`src/rtl/cpu_trap_unit_pkg.sv`:
```
// Shared types and constants for the trap unit: FSM states, privilege levels,
// decode exception codes, mcause values and mstatus bit positions.
package cpu_trap_unit_pkg;

  typedef enum logic [1:0] {
    ST_IDLE      = 2'd0,
    ST_TRAP_SAVE = 2'd1,
    ST_TRAP_JUMP = 2'd2,
    ST_MRET_JUMP = 2'd3
  } trap_state_t;

  localparam logic [1:0] PRIV_U = 2'b00;
  localparam logic [1:0] PRIV_S = 2'b01;
  localparam logic [1:0] PRIV_M = 2'b11;

  localparam logic [1:0] EXCAUSE_ECALL         = 2'd0;
  localparam logic [1:0] EXCAUSE_BREAKPOINT    = 2'd1;
  localparam logic [1:0] EXCAUSE_ILLEGAL_INSTR = 2'd2;

  localparam logic [31:0] MCAUSE_ILLEGAL    = 32'd2;
  localparam logic [31:0] MCAUSE_BREAKPOINT = 32'd3;
  localparam logic [31:0] MCAUSE_ECALL_U    = 32'd8;
  localparam logic [31:0] MCAUSE_ECALL_S    = 32'd9;
  localparam logic [31:0] MCAUSE_ECALL_M    = 32'd11;
  localparam logic [31:0] MCAUSE_IRQ_TIMER  = 32'h8000_0007;
  localparam logic [31:0] MCAUSE_IRQ_EXT    = 32'h8000_000B;

  localparam int MSTATUS_MIE_BIT  = 3;
  localparam int MSTATUS_MPIE_BIT = 7;
  localparam int MSTATUS_MPP_LO   = 11;

  // Reserved privilege 10 cannot occur; it falls back to the M-mode code.
  function automatic logic [31:0] ecall_cause(input logic [1:0] p);
    case (p)
      PRIV_U:  ecall_cause = MCAUSE_ECALL_U;
      PRIV_S:  ecall_cause = MCAUSE_ECALL_S;
      default: ecall_cause = MCAUSE_ECALL_M;
    endcase
  endfunction

endpackage

```
`src/rtl/cpu_trap_unit_if.sv`:
```
// Decode/CSR-side bus of the trap unit. Interrupt lines exist only when
// CPU_IRQ_EN is defined. valid/ready: a request is taken when instr_valid=1
// and the unit is idle; stall=1 in that cycle is the back-pressure answer.
interface cpu_trap_unit_if;
  logic        instr_valid;
  logic [31:0] pc;
  logic        exception;
  logic [1:0]  exception_cause;
  logic        illegal_instr;
  logic        mret;
  logic [1:0]  required_priv;
  logic [31:0] mtvec;
  logic [31:0] mepc;
`ifdef CPU_IRQ_EN
  logic        irq_timer;
  logic        irq_ext;
`endif
  logic        mstatus_we;
  logic [31:0] mstatus_wdata;
  logic        stall;
  logic        kill;
  logic        trap_csr_we;
  logic [31:0] trap_mepc;
  logic [31:0] trap_mcause;
  logic        redirect_valid;
  logic [31:0] redirect_pc;
  logic [1:0]  priv;
  logic [31:0] mstatus;

  modport master (
`ifdef CPU_IRQ_EN
    output irq_timer, irq_ext,
`endif
    output instr_valid, pc, exception, exception_cause, illegal_instr, mret,
    output required_priv, mtvec, mepc, mstatus_we, mstatus_wdata,
    input  stall, kill, trap_csr_we, trap_mepc, trap_mcause,
    input  redirect_valid, redirect_pc, priv, mstatus
  );

  modport slave (
`ifdef CPU_IRQ_EN
    input  irq_timer, irq_ext,
`endif
    input  instr_valid, pc, exception, exception_cause, illegal_instr, mret,
    input  required_priv, mtvec, mepc, mstatus_we, mstatus_wdata,
    output stall, kill, trap_csr_we, trap_mepc, trap_mcause,
    output redirect_valid, redirect_pc, priv, mstatus
  );
endinterface

```
`src/rtl/cpu_trap_cause_enc.sv`:
```
// Priority select of the pending trap/mret request and its mcause value.
// Interrupt inputs exist only when CPU_IRQ_EN is defined.
module cpu_trap_cause_enc
  import cpu_trap_unit_pkg::*;
(
  input  logic [1:0]  priv,
`ifdef CPU_IRQ_EN
  input  logic        mie,
  input  logic        irq_timer,
  input  logic        irq_ext,
`endif
  input  logic        illegal_instr,
  input  logic [1:0]  required_priv,
  input  logic        mret,
  input  logic        exception,
  input  logic [1:0]  exception_cause,
  output logic        take_trap,
  output logic        take_mret,
  output logic [31:0] mcause
);

  logic illegal;
`ifdef CPU_IRQ_EN
  logic irq_enabled;
  assign irq_enabled = (priv != PRIV_M) || mie;
`endif

  // mret outside M mode is reported as an illegal instruction.
  assign illegal = illegal_instr || (required_priv > priv) ||
                   (mret && (priv != PRIV_M));

  always_comb begin
    take_trap = 1'b0;
    take_mret = 1'b0;
    mcause    = '0;
`ifdef CPU_IRQ_EN
    if (irq_enabled && irq_ext) begin
      take_trap = 1'b1;
      mcause    = MCAUSE_IRQ_EXT;
    end else if (irq_enabled && irq_timer) begin
      take_trap = 1'b1;
      mcause    = MCAUSE_IRQ_TIMER;
    end else
`endif
    if (illegal) begin
      take_trap = 1'b1;
      mcause    = MCAUSE_ILLEGAL;
    end else if (exception) begin
      take_trap = 1'b1;
      case (exception_cause)
        EXCAUSE_ECALL:      mcause = ecall_cause(priv);
        EXCAUSE_BREAKPOINT: mcause = MCAUSE_BREAKPOINT;
        default:            mcause = MCAUSE_ILLEGAL;
      endcase
    end else if (mret) begin
      take_mret = 1'b1;
    end
  end

endmodule

```
`src/rtl/cpu_trap_unit.sv`:
```
// Trap controller: accept -> save trap CSRs -> redirect, or accept -> mret
// redirect. Owns priv and MIE/MPIE/MPP. Interrupts enabled by CPU_IRQ_EN.
module cpu_trap_unit
  import cpu_trap_unit_pkg::*;
#(
  parameter logic [31:0] RESET_PC = 32'h0000_0000
) (
  input  logic                  clk,
  input  logic                  rst,
  cpu_trap_unit_if.slave        bus,
  output trap_state_t           state_dbg
);

  trap_state_t state_q, state_d;
  logic [1:0]  priv_q, mpp_q;
  logic        mie_q, mpie_q;
  logic [31:0] epc_q, cause_q;
  logic        take_trap, take_mret;
  logic [31:0] enc_mcause;
  logic        accept_trap, accept_mret;
  logic [31:0] trap_target;
  logic [1:0]  wr_mpp;

  cpu_trap_cause_enc u_enc (
    .priv            (priv_q),
`ifdef CPU_IRQ_EN
    .mie             (mie_q),
    .irq_timer       (bus.irq_timer),
    .irq_ext         (bus.irq_ext),
`endif
    .illegal_instr   (bus.illegal_instr),
    .required_priv   (bus.required_priv),
    .mret            (bus.mret),
    .exception       (bus.exception),
    .exception_cause (bus.exception_cause),
    .take_trap       (take_trap),
    .take_mret       (take_mret),
    .mcause          (enc_mcause)
  );

  assign accept_trap = (state_q == ST_IDLE) && bus.instr_valid && take_trap;
  assign accept_mret = (state_q == ST_IDLE) && bus.instr_valid && take_mret;

  // Vectored mode: interrupts land at base + 4*code, 32-bit wraparound.
`ifdef CPU_IRQ_EN
  assign trap_target = (bus.mtvec & 32'hFFFF_FFFC) +
                       ((bus.mtvec[0] && cause_q[31]) ? {cause_q[29:0], 2'b00} : 32'd0);
`else
  assign trap_target = bus.mtvec & 32'hFFFF_FFFC;
`endif

  assign wr_mpp = (bus.mstatus_wdata[12:11] == 2'b10) ? PRIV_U : bus.mstatus_wdata[12:11];

  always_comb begin
    state_d            = state_q;
    bus.stall          = 1'b0;
    bus.kill           = 1'b0;
    bus.trap_csr_we    = 1'b0;
    bus.trap_mepc      = '0;
    bus.trap_mcause    = '0;
    bus.redirect_valid = 1'b0;
    bus.redirect_pc    = RESET_PC;
    case (state_q)
      ST_IDLE: begin
        if (accept_trap) begin
          bus.stall = 1'b1;
          bus.kill  = 1'b1;
          state_d   = ST_TRAP_SAVE;
        end else if (accept_mret) begin
          bus.stall = 1'b1;
          state_d   = ST_MRET_JUMP;
        end
      end
      ST_TRAP_SAVE: begin
        bus.stall       = 1'b1;
        bus.trap_csr_we = 1'b1;
        bus.trap_mepc   = epc_q;
        bus.trap_mcause = cause_q;
        state_d         = ST_TRAP_JUMP;
      end
      ST_TRAP_JUMP: begin
        bus.stall          = 1'b1;
        bus.redirect_valid = 1'b1;
        bus.redirect_pc    = trap_target;
        state_d            = ST_IDLE;
      end
      ST_MRET_JUMP: begin
        bus.stall          = 1'b1;
        bus.redirect_valid = 1'b1;
        bus.redirect_pc    = bus.mepc & 32'hFFFF_FFFC;
        state_d            = ST_IDLE;
      end
      default: state_d = ST_IDLE;
    endcase
  end

  always_ff @(posedge clk) begin
    if (rst) begin
      state_q <= ST_IDLE;
      priv_q  <= PRIV_M;
      mie_q   <= 1'b0;
      mpie_q  <= 1'b0;
      mpp_q   <= PRIV_U;
      epc_q   <= '0;
      cause_q <= '0;
    end else begin
      state_q <= state_d;
      if (accept_trap) begin
        epc_q   <= bus.pc;
        cause_q <= enc_mcause;
      end
      if (state_q == ST_TRAP_SAVE) begin
        mpie_q <= mie_q;
        mie_q  <= 1'b0;
        mpp_q  <= priv_q;
        priv_q <= PRIV_M;
      end else if (state_q == ST_MRET_JUMP) begin
        priv_q <= mpp_q;
        mie_q  <= mpie_q;
        mpie_q <= 1'b1;
        mpp_q  <= PRIV_U;
      end else if (state_q == ST_IDLE && !accept_trap && !accept_mret && bus.mstatus_we) begin
        mie_q  <= bus.mstatus_wdata[MSTATUS_MIE_BIT];
        mpie_q <= bus.mstatus_wdata[MSTATUS_MPIE_BIT];
        mpp_q  <= wr_mpp;
      end
    end
  end

  always_comb begin
    bus.mstatus = '0;
    bus.mstatus[MSTATUS_MIE_BIT]                    = mie_q;
    bus.mstatus[MSTATUS_MPIE_BIT]                   = mpie_q;
    bus.mstatus[MSTATUS_MPP_LO+1:MSTATUS_MPP_LO]    = mpp_q;
  end

  assign bus.priv  = priv_q;
  assign state_dbg = state_q;

endmodule

```
`src/flat_wrapper.sv`:
```
// flat-port wrapper written by rule: the top's interface ports become plain ports
module cpu_trap_unit_flat import cpu_trap_unit_pkg::*;
#(
  parameter logic [31:0] RESET_PC = 32'h0000_0000
)
  (clk, rst, state_dbg, bus_instr_valid, bus_pc, bus_exception, bus_exception_cause, bus_illegal_instr, bus_mret, bus_required_priv, bus_mtvec, bus_mepc, bus_mstatus_we, bus_mstatus_wdata, bus_stall, bus_kill, bus_trap_csr_we, bus_trap_mepc, bus_trap_mcause, bus_redirect_valid, bus_redirect_pc, bus_priv, bus_mstatus);
  cpu_trap_unit_if bus_i ();
  input  logic clk;
  input  logic rst;
  output trap_state_t state_dbg;
  input wire logic [$bits(bus_i.instr_valid)-1:0] bus_instr_valid;
  input wire logic [$bits(bus_i.pc)-1:0] bus_pc;
  input wire logic [$bits(bus_i.exception)-1:0] bus_exception;
  input wire logic [$bits(bus_i.exception_cause)-1:0] bus_exception_cause;
  input wire logic [$bits(bus_i.illegal_instr)-1:0] bus_illegal_instr;
  input wire logic [$bits(bus_i.mret)-1:0] bus_mret;
  input wire logic [$bits(bus_i.required_priv)-1:0] bus_required_priv;
  input wire logic [$bits(bus_i.mtvec)-1:0] bus_mtvec;
  input wire logic [$bits(bus_i.mepc)-1:0] bus_mepc;
  input wire logic [$bits(bus_i.mstatus_we)-1:0] bus_mstatus_we;
  input wire logic [$bits(bus_i.mstatus_wdata)-1:0] bus_mstatus_wdata;
  output wire logic [$bits(bus_i.stall)-1:0] bus_stall;
  output wire logic [$bits(bus_i.kill)-1:0] bus_kill;
  output wire logic [$bits(bus_i.trap_csr_we)-1:0] bus_trap_csr_we;
  output wire logic [$bits(bus_i.trap_mepc)-1:0] bus_trap_mepc;
  output wire logic [$bits(bus_i.trap_mcause)-1:0] bus_trap_mcause;
  output wire logic [$bits(bus_i.redirect_valid)-1:0] bus_redirect_valid;
  output wire logic [$bits(bus_i.redirect_pc)-1:0] bus_redirect_pc;
  output wire logic [$bits(bus_i.priv)-1:0] bus_priv;
  output wire logic [$bits(bus_i.mstatus)-1:0] bus_mstatus;
  assign bus_i.instr_valid = bus_instr_valid;
  assign bus_i.pc = bus_pc;
  assign bus_i.exception = bus_exception;
  assign bus_i.exception_cause = bus_exception_cause;
  assign bus_i.illegal_instr = bus_illegal_instr;
  assign bus_i.mret = bus_mret;
  assign bus_i.required_priv = bus_required_priv;
  assign bus_i.mtvec = bus_mtvec;
  assign bus_i.mepc = bus_mepc;
  assign bus_i.mstatus_we = bus_mstatus_we;
  assign bus_i.mstatus_wdata = bus_mstatus_wdata;
  assign bus_stall = bus_i.stall;
  assign bus_kill = bus_i.kill;
  assign bus_trap_csr_we = bus_i.trap_csr_we;
  assign bus_trap_mepc = bus_i.trap_mepc;
  assign bus_trap_mcause = bus_i.trap_mcause;
  assign bus_redirect_valid = bus_i.redirect_valid;
  assign bus_redirect_pc = bus_i.redirect_pc;
  assign bus_priv = bus_i.priv;
  assign bus_mstatus = bus_i.mstatus;
  cpu_trap_unit #(.RESET_PC(RESET_PC)) u_core (.clk(clk), .rst(rst), .bus(bus_i), .state_dbg(state_dbg));
endmodule
```
`config.mk`:
```
export PLATFORM = sky130hd
export DESIGN_NAME = cpu_trap_unit_flat
export DESIGN_NICKNAME = d
export VERILOG_FILES = /design/src/rtl/cpu_trap_unit_pkg.sv /design/src/rtl/cpu_trap_unit_if.sv /design/src/rtl/cpu_trap_cause_enc.sv /design/src/rtl/cpu_trap_unit.sv /design/src/flat_wrapper.sv
export SDC_FILE = /design/constraint.sdc
export NUM_CORES = 1
export LEC_CHECK = 0
export CORE_AREA = 2 2 105 107
export CTS_CLUSTER_SIZE = 28
export DETAILED_ROUTE_END_ITERATION = 12
export DIE_AREA = 0 0 107 109
export PLACE_DENSITY = 0.76
export SKIP_CTS_REPAIR_TIMING = 1
export SYNTH_ARGS = -nofsm -noshare
export SYNTH_HDL_FRONTEND = slang
export SYNTH_SLANG_ARGS = --single-unit
export TNS_END_PERCENT = 5
```
`constraint.sdc`:
```
create_clock -name clk -period 2.7 [get_ports clk]
set_input_delay 0.54 -clock clk [delete_from_list [all_inputs] [get_ports clk]]
set_output_delay 0.54 -clock clk [all_outputs]
set_load 0.01 [all_outputs]
```
# Word level (Yosys, flattened, before mapping)
# Cells that the tools add are included.
[word_totals]
reg_bits = 72
inputBits = 139
out_inout_bits = 136
[classes]
order_cmp = 1
n_eq_ne = 8
n_mux = 31
reduce_logical = 19
[op_table]
columns = ["cell", "n"]
rows = [
  ["2-to-1 mux 32 bit", 4],
  ["case mux 32 bit (2 select lines)", 2],
  ["2-to-1 mux 1 bit", 16],
  ["2-to-1 mux 2 bit", 6],
  ["logical AND 1 bit", 7],
  ["== test 2 x 1 -> 1 bit, second input constant", 3],
  ["== test 2 bit, second input constant", 3],
  ["zero test 2 bit", 3],
  ["case mux 2 bit (3 select lines)", 1],
  ["case mux 2 bit (2 select lines)", 1],
  ["OR reduction 2 bit", 2],
  ["!= test 3 x 1 -> 1 bit, second input constant", 1],
  ["nonzero test 3 bit", 1],
  ["OR reduction 3 bit", 1],
  ["> comparator 2 bit", 1],
  ["zero test 1 bit", 2],
  ["logical OR 1 bit", 2],
  ["!= test 2 bit, second input constant", 1],
  ["case mux 1 bit (2 select lines)", 1],
  ["nonzero test 2 bit", 1],
]

# Depth between registers and ports, before layout
[logic_depth]
word_depth = 12
mapped_depth = 8

# By module
# A second synthesis with hierarchy kept.
[hier_totals]
hier_cells = 543
hier_area_um2 = 4081.4
[by_module_without_submodules]
columns = ["module", "instances", "cells_each", "area_per_inst_um2", "seq_area_each_um2"]
rows = [
  ["cpu_trap_unit", 1, 497, 3746.1, 1441.4],
  ["cpu_trap_cause_enc", 1, 46, 335.3, 0.0],
]

# Least setup slack after synthesis
# OpenSTA, ideal clock, no wires.
[synth_timing]
kind = "input to output"
start = "input bus_required_priv[1]"
end = "output bus_kill"
t_arrival_ps = 1729
t_required_ps = 2160
path_slack_ps = 431
stages = 6
cell_sequence = "ha_1 > nor2b_1 > a2bb2oi_1 > o311a_1 > buf_6 > buf_6"
[synth_between]
elab_chain_len = 7
[synth_lines]
columns = ["item", "line_no", "text"]
rows = [
  ["from (decl)", "flat_wrapper.sv:17", "input wire logic [$bits(bus_i.required_priv)-1:0] bus_required_priv;"],
  ["> comparator 2 bit", "cpu_trap_cause_enc.sv:29", "assign illegal = illegal_instr || (required_priv > priv) ||"],
  ["logical OR 1 bit (2 in a row)", "cpu_trap_cause_enc.sv:29", ""],
  ["2-to-1 mux 1 bit", "cpu_trap_cause_enc.sv:45", "if (illegal) begin"],
  ["logical AND 1 bit", "cpu_trap_unit.sv:41", "assign accept_trap = (state_q == ST_IDLE) && bus.instr_valid && take_trap;"],
  ["2-to-1 mux 1 bit", "cpu_trap_unit.sv:65", "if (accept_trap) begin"],
  ["2-to-1 mux 1 bit", "cpu_trap_unit.sv:63", "case (state_q)"],
  ["to (decl)", "flat_wrapper.sv:23", "output wire logic [$bits(bus_i.kill)-1:0] bus_kill;"],
]
# Every way passes these cells.

# Final worst setup path
# Ends and elaborated chain as after synthesis.

==> results.json <==
{
  "status": "finished clean",
  "hold_viol_final": 0,
  "path_cells": "clkdlybuf4s50_1 > ha_1 > nor2b_2 > a2bb2oi_2 > o311a_2 > clkbuf_2",
  "wl_per_cell_um": 13.66,
  "nets": 698,
  "seq_area_frac_synth_pct": 27.43,
  "cts_tree": "built",
  "arrival_ns": 2.13,
  "grt_overflow": 0,
  "start_kind": "input pin",
  "n_antenna_cell": 0,
  "grt_pass1_vias": 2997,
  "cp_top_family": "buffers and inverters",
  "clockBufferDepth": 2,
  "firstDrtPassIters": 4,
  "yosys.area.top_type": "dfxtp_1",
  "synthArstFlopShare_pct": 0,
  "synth_seq_cells": 43,
  "critPathMaxFanout": 2,
  "synth_warnings": 0,
  "die_h_um": 109,
  "power_density_nw_per_um2": 436.9,
  "crit_buf_inv": 2,
  "first_iter_violations": 122,
  "rows": 38,
  "max_stage_delay_ns": 0.41,
  "clkLatencyLatePin_ns": 0.29,
  "required_ns": 2.16,
  "die-width_um": 107,
  "hp-start": "u_core.epc_q[6]$_SDFFE_PP0P_",
  "final_max_slew_viol_count": 0,
  "htreeDepth": 2,
  "ir_worst_vdd_mv": 0.2810,
  "slowest_stage": "o311a_2",
  "finalSetupViolations": 0,
  "drive_gt1_share_pct": 6.093,
  "hold-worst-slack_ns": 0.4550,
  "antenna_found_initial": 0,
  "dieArea_sq_um": 11660,
  "dp.cells": 690,
  "drc": 0,
  "fin_worst_skew_ns": 0.006651,
  "initial_core_util_pct": 29.60,
  "fmax_mhz": 374.9,
  "end_kind": "output pin",
  "hp-class": "register to register",
  "synth_area_per_cell_sq_um": 8.215,
  "r2r_start": "u_core.bus.priv[1]$_SDFFE_PP1P_",
  "slew_headroom_pct": 61.10,
  "tightest_slew_ns": 0.5835,
  "clock-root-buffer": "clkbuf_8",
  "place.gp.congestion": 0.7407,
  "synth.area.top_cells": "dfxtp_1 (27%), mux2i_1 (20%), buf_4 (15%), nand2_1 (8.7%), and2_1 (7.2%)",
  "synthCells": 382,
  "grt_max_degree": 51,
  "setup.worst_path.start": "bus_required_priv[1]",
  "fillers": 1003,
  "ff_latch_area_sq_um": 862.1,
  "cts_buffers": 5,
  "worst-setup-path-type": "input pin to output pin",
  "dr_total_vias": 3000,
  "dp_hpwl_mm": 7.438,
  "grt_first_pass_wirelength_mm": 14.22,
  "ioPinCount": 275,
  "viasPerCell": 4.298,
  "ant_nets": 0,
  "clock-sinks": 43,
  "maxCapViolCount": 0,
  "grt_usage_pct": 15.10,
  "clkTransAtPathRegs_ns": 0.09,
  "syn_area_sq_um": 3138,
  "synth_edf_count": 0,
  "multiInputGateArea_sq_um": 1909,
  "portBuffers": 183,
  "final_cells": 698,
  "fin_crit_ns": 2.667,
  "ys_types": 45,
  "power.leakage_nw": 2.013,
  "syn2layout_area_growth_pct": 60.45,
  "finalWirelength_mm": 9.533,
  "synth_ff_type": "dfxtp_1",
  "finalCritPeriodShare_pct": 98.79,
  "synth_top_area_share_pct": 27.43,
  "fp.coreArea_sq_um": 10600
}
-- worst reg2reg max path, delay by kind of cell, from the launching register on --
kind / cells / cell delay, ns
flip-flops: 1 / 0.34
AND/OR/NAND/NOR: 1 / 0.18
adder cells (fa/ha/maj): 1 / 0.31
AO/OA/AOI/OAI: 3 / 0.86
buffers and inverters: 2 / 0.37
-- flip-flops by register name, summed over array words and instances, names as in the netlist --
register,cells
u_core.epc_q,32
u_core.cause_q,3
u_core.bus.priv,2
u_core.mpp_q,2
u_core.state_dbg,2
u_core.mie_q,1
u_core.mpie_q,1
-- synth_stat cells (all sizes together) (2+ instances only) --
master / number
a2111oi: 2
a21boi: 3
and2: 36
buf: 69
clkbuf: 17
dfxtp: 43
ha: 2
inv: 3
mux2i: 63
nand2: 73
nand2b: 2
nor2: 6
nor2b: 33
nor4: 2
o22ai: 2
o31a: 2
o32ai: 2
or2: 3
-- final timing paths --
path,slack (ns),endpoint,cells after the start
max reg2reg,0.53,u_core.cause_q[1]$_SDFFE_PP0P_,7
min,0.45,u_core.epc_q[6]$_SDFFE_PP0P_,2
max,0.03,bus_kill,6
min reg2reg,0.45,u_core.epc_q[6]$_SDFFE_PP0P_,2
-- report_power, final --
| group | total (W) | switching [W] | internal, W |
|---|---|---|---|
| clock | 0.000538 | 0.000234 | 0.000305 |
| sequential | 0.000751 | 0.0000485 | 0.000702 |
| combinational | 0.000911 | 0.000405 | 0.000505 |
| total | 0.00220 | 0.000688 | 0.00151 |
-- per-layer routing --
layer  up-vias  routed length (um)  part of all wire (%)  track usage, %
met5         -                   0                     0               0
met1      1358                3705                    39           16.39
met4         0                  65                  0.68           2.876
met2       159                4614                    48           27.66
li1       1476                   -                     -               -
met3         7                1148                    12           6.396
-- cell usage in the layout, fill, tap and decap left out, types with 5 or more instances in the layout --
master,instances
nand2_1,73
nor2b_1,31
mux2i_1,63
buf_4,10
dfxtp_1,42
nor2_1,5
clkdlybuf4s50_1,181
conb_1,59
and2_1,36
clkbuf_8,6
-- cells by family (layout without fill, tap and decap cells) --
kind of cell               count (synthesis)  count (layout)  synth area share [%]
adders and majority gates                  2               2                0.7973
DFF                                       43              43                 27.43
AOI/OAI and AO/OA                         22              22                 5.941
other                                      1              59                0.1195
and+or+nand+nor                          162             162                 26.56
muxes                                     63              63                 20.10
buffers and inverters                     89             207                 19.06
-- area by class of cell --
cell class / instances / share of cell area [%]
sequential: 43 / 17.12
inverter: 3 / 0.2237
timing repair buffer: 196 / 38.84
clock buffer: 6 / 1.640
multi-input combinational: 308 / 37.92
clock inverter: 2 / 0.7704
tap: 140 / 3.479
-- through the flow --
stage / total power, W / setup TNS, ns / utilization [%] / area (sq um) / worst slack [ns]
floorplan: 0.001304 / 0 / - / 3356 / 0.4307
global placement: 0.001660 / -0.5507 / 46.25 / 4903 / -0.3078
detailed placement: 0.001678 / -3.415 / 46.25 / 4903 / -0.3482
CTS: 0.002225 / -0.5388 / 47.39 / 5025 / -0.3575
global route: 0.002325 / -0.03539 / 47.49 / 5035 / -0.03539
finish: 0.002200 / 0 / 47.49 / 5035 / 0.03263
No activity file was read; power rests on OpenSTA's default activity.
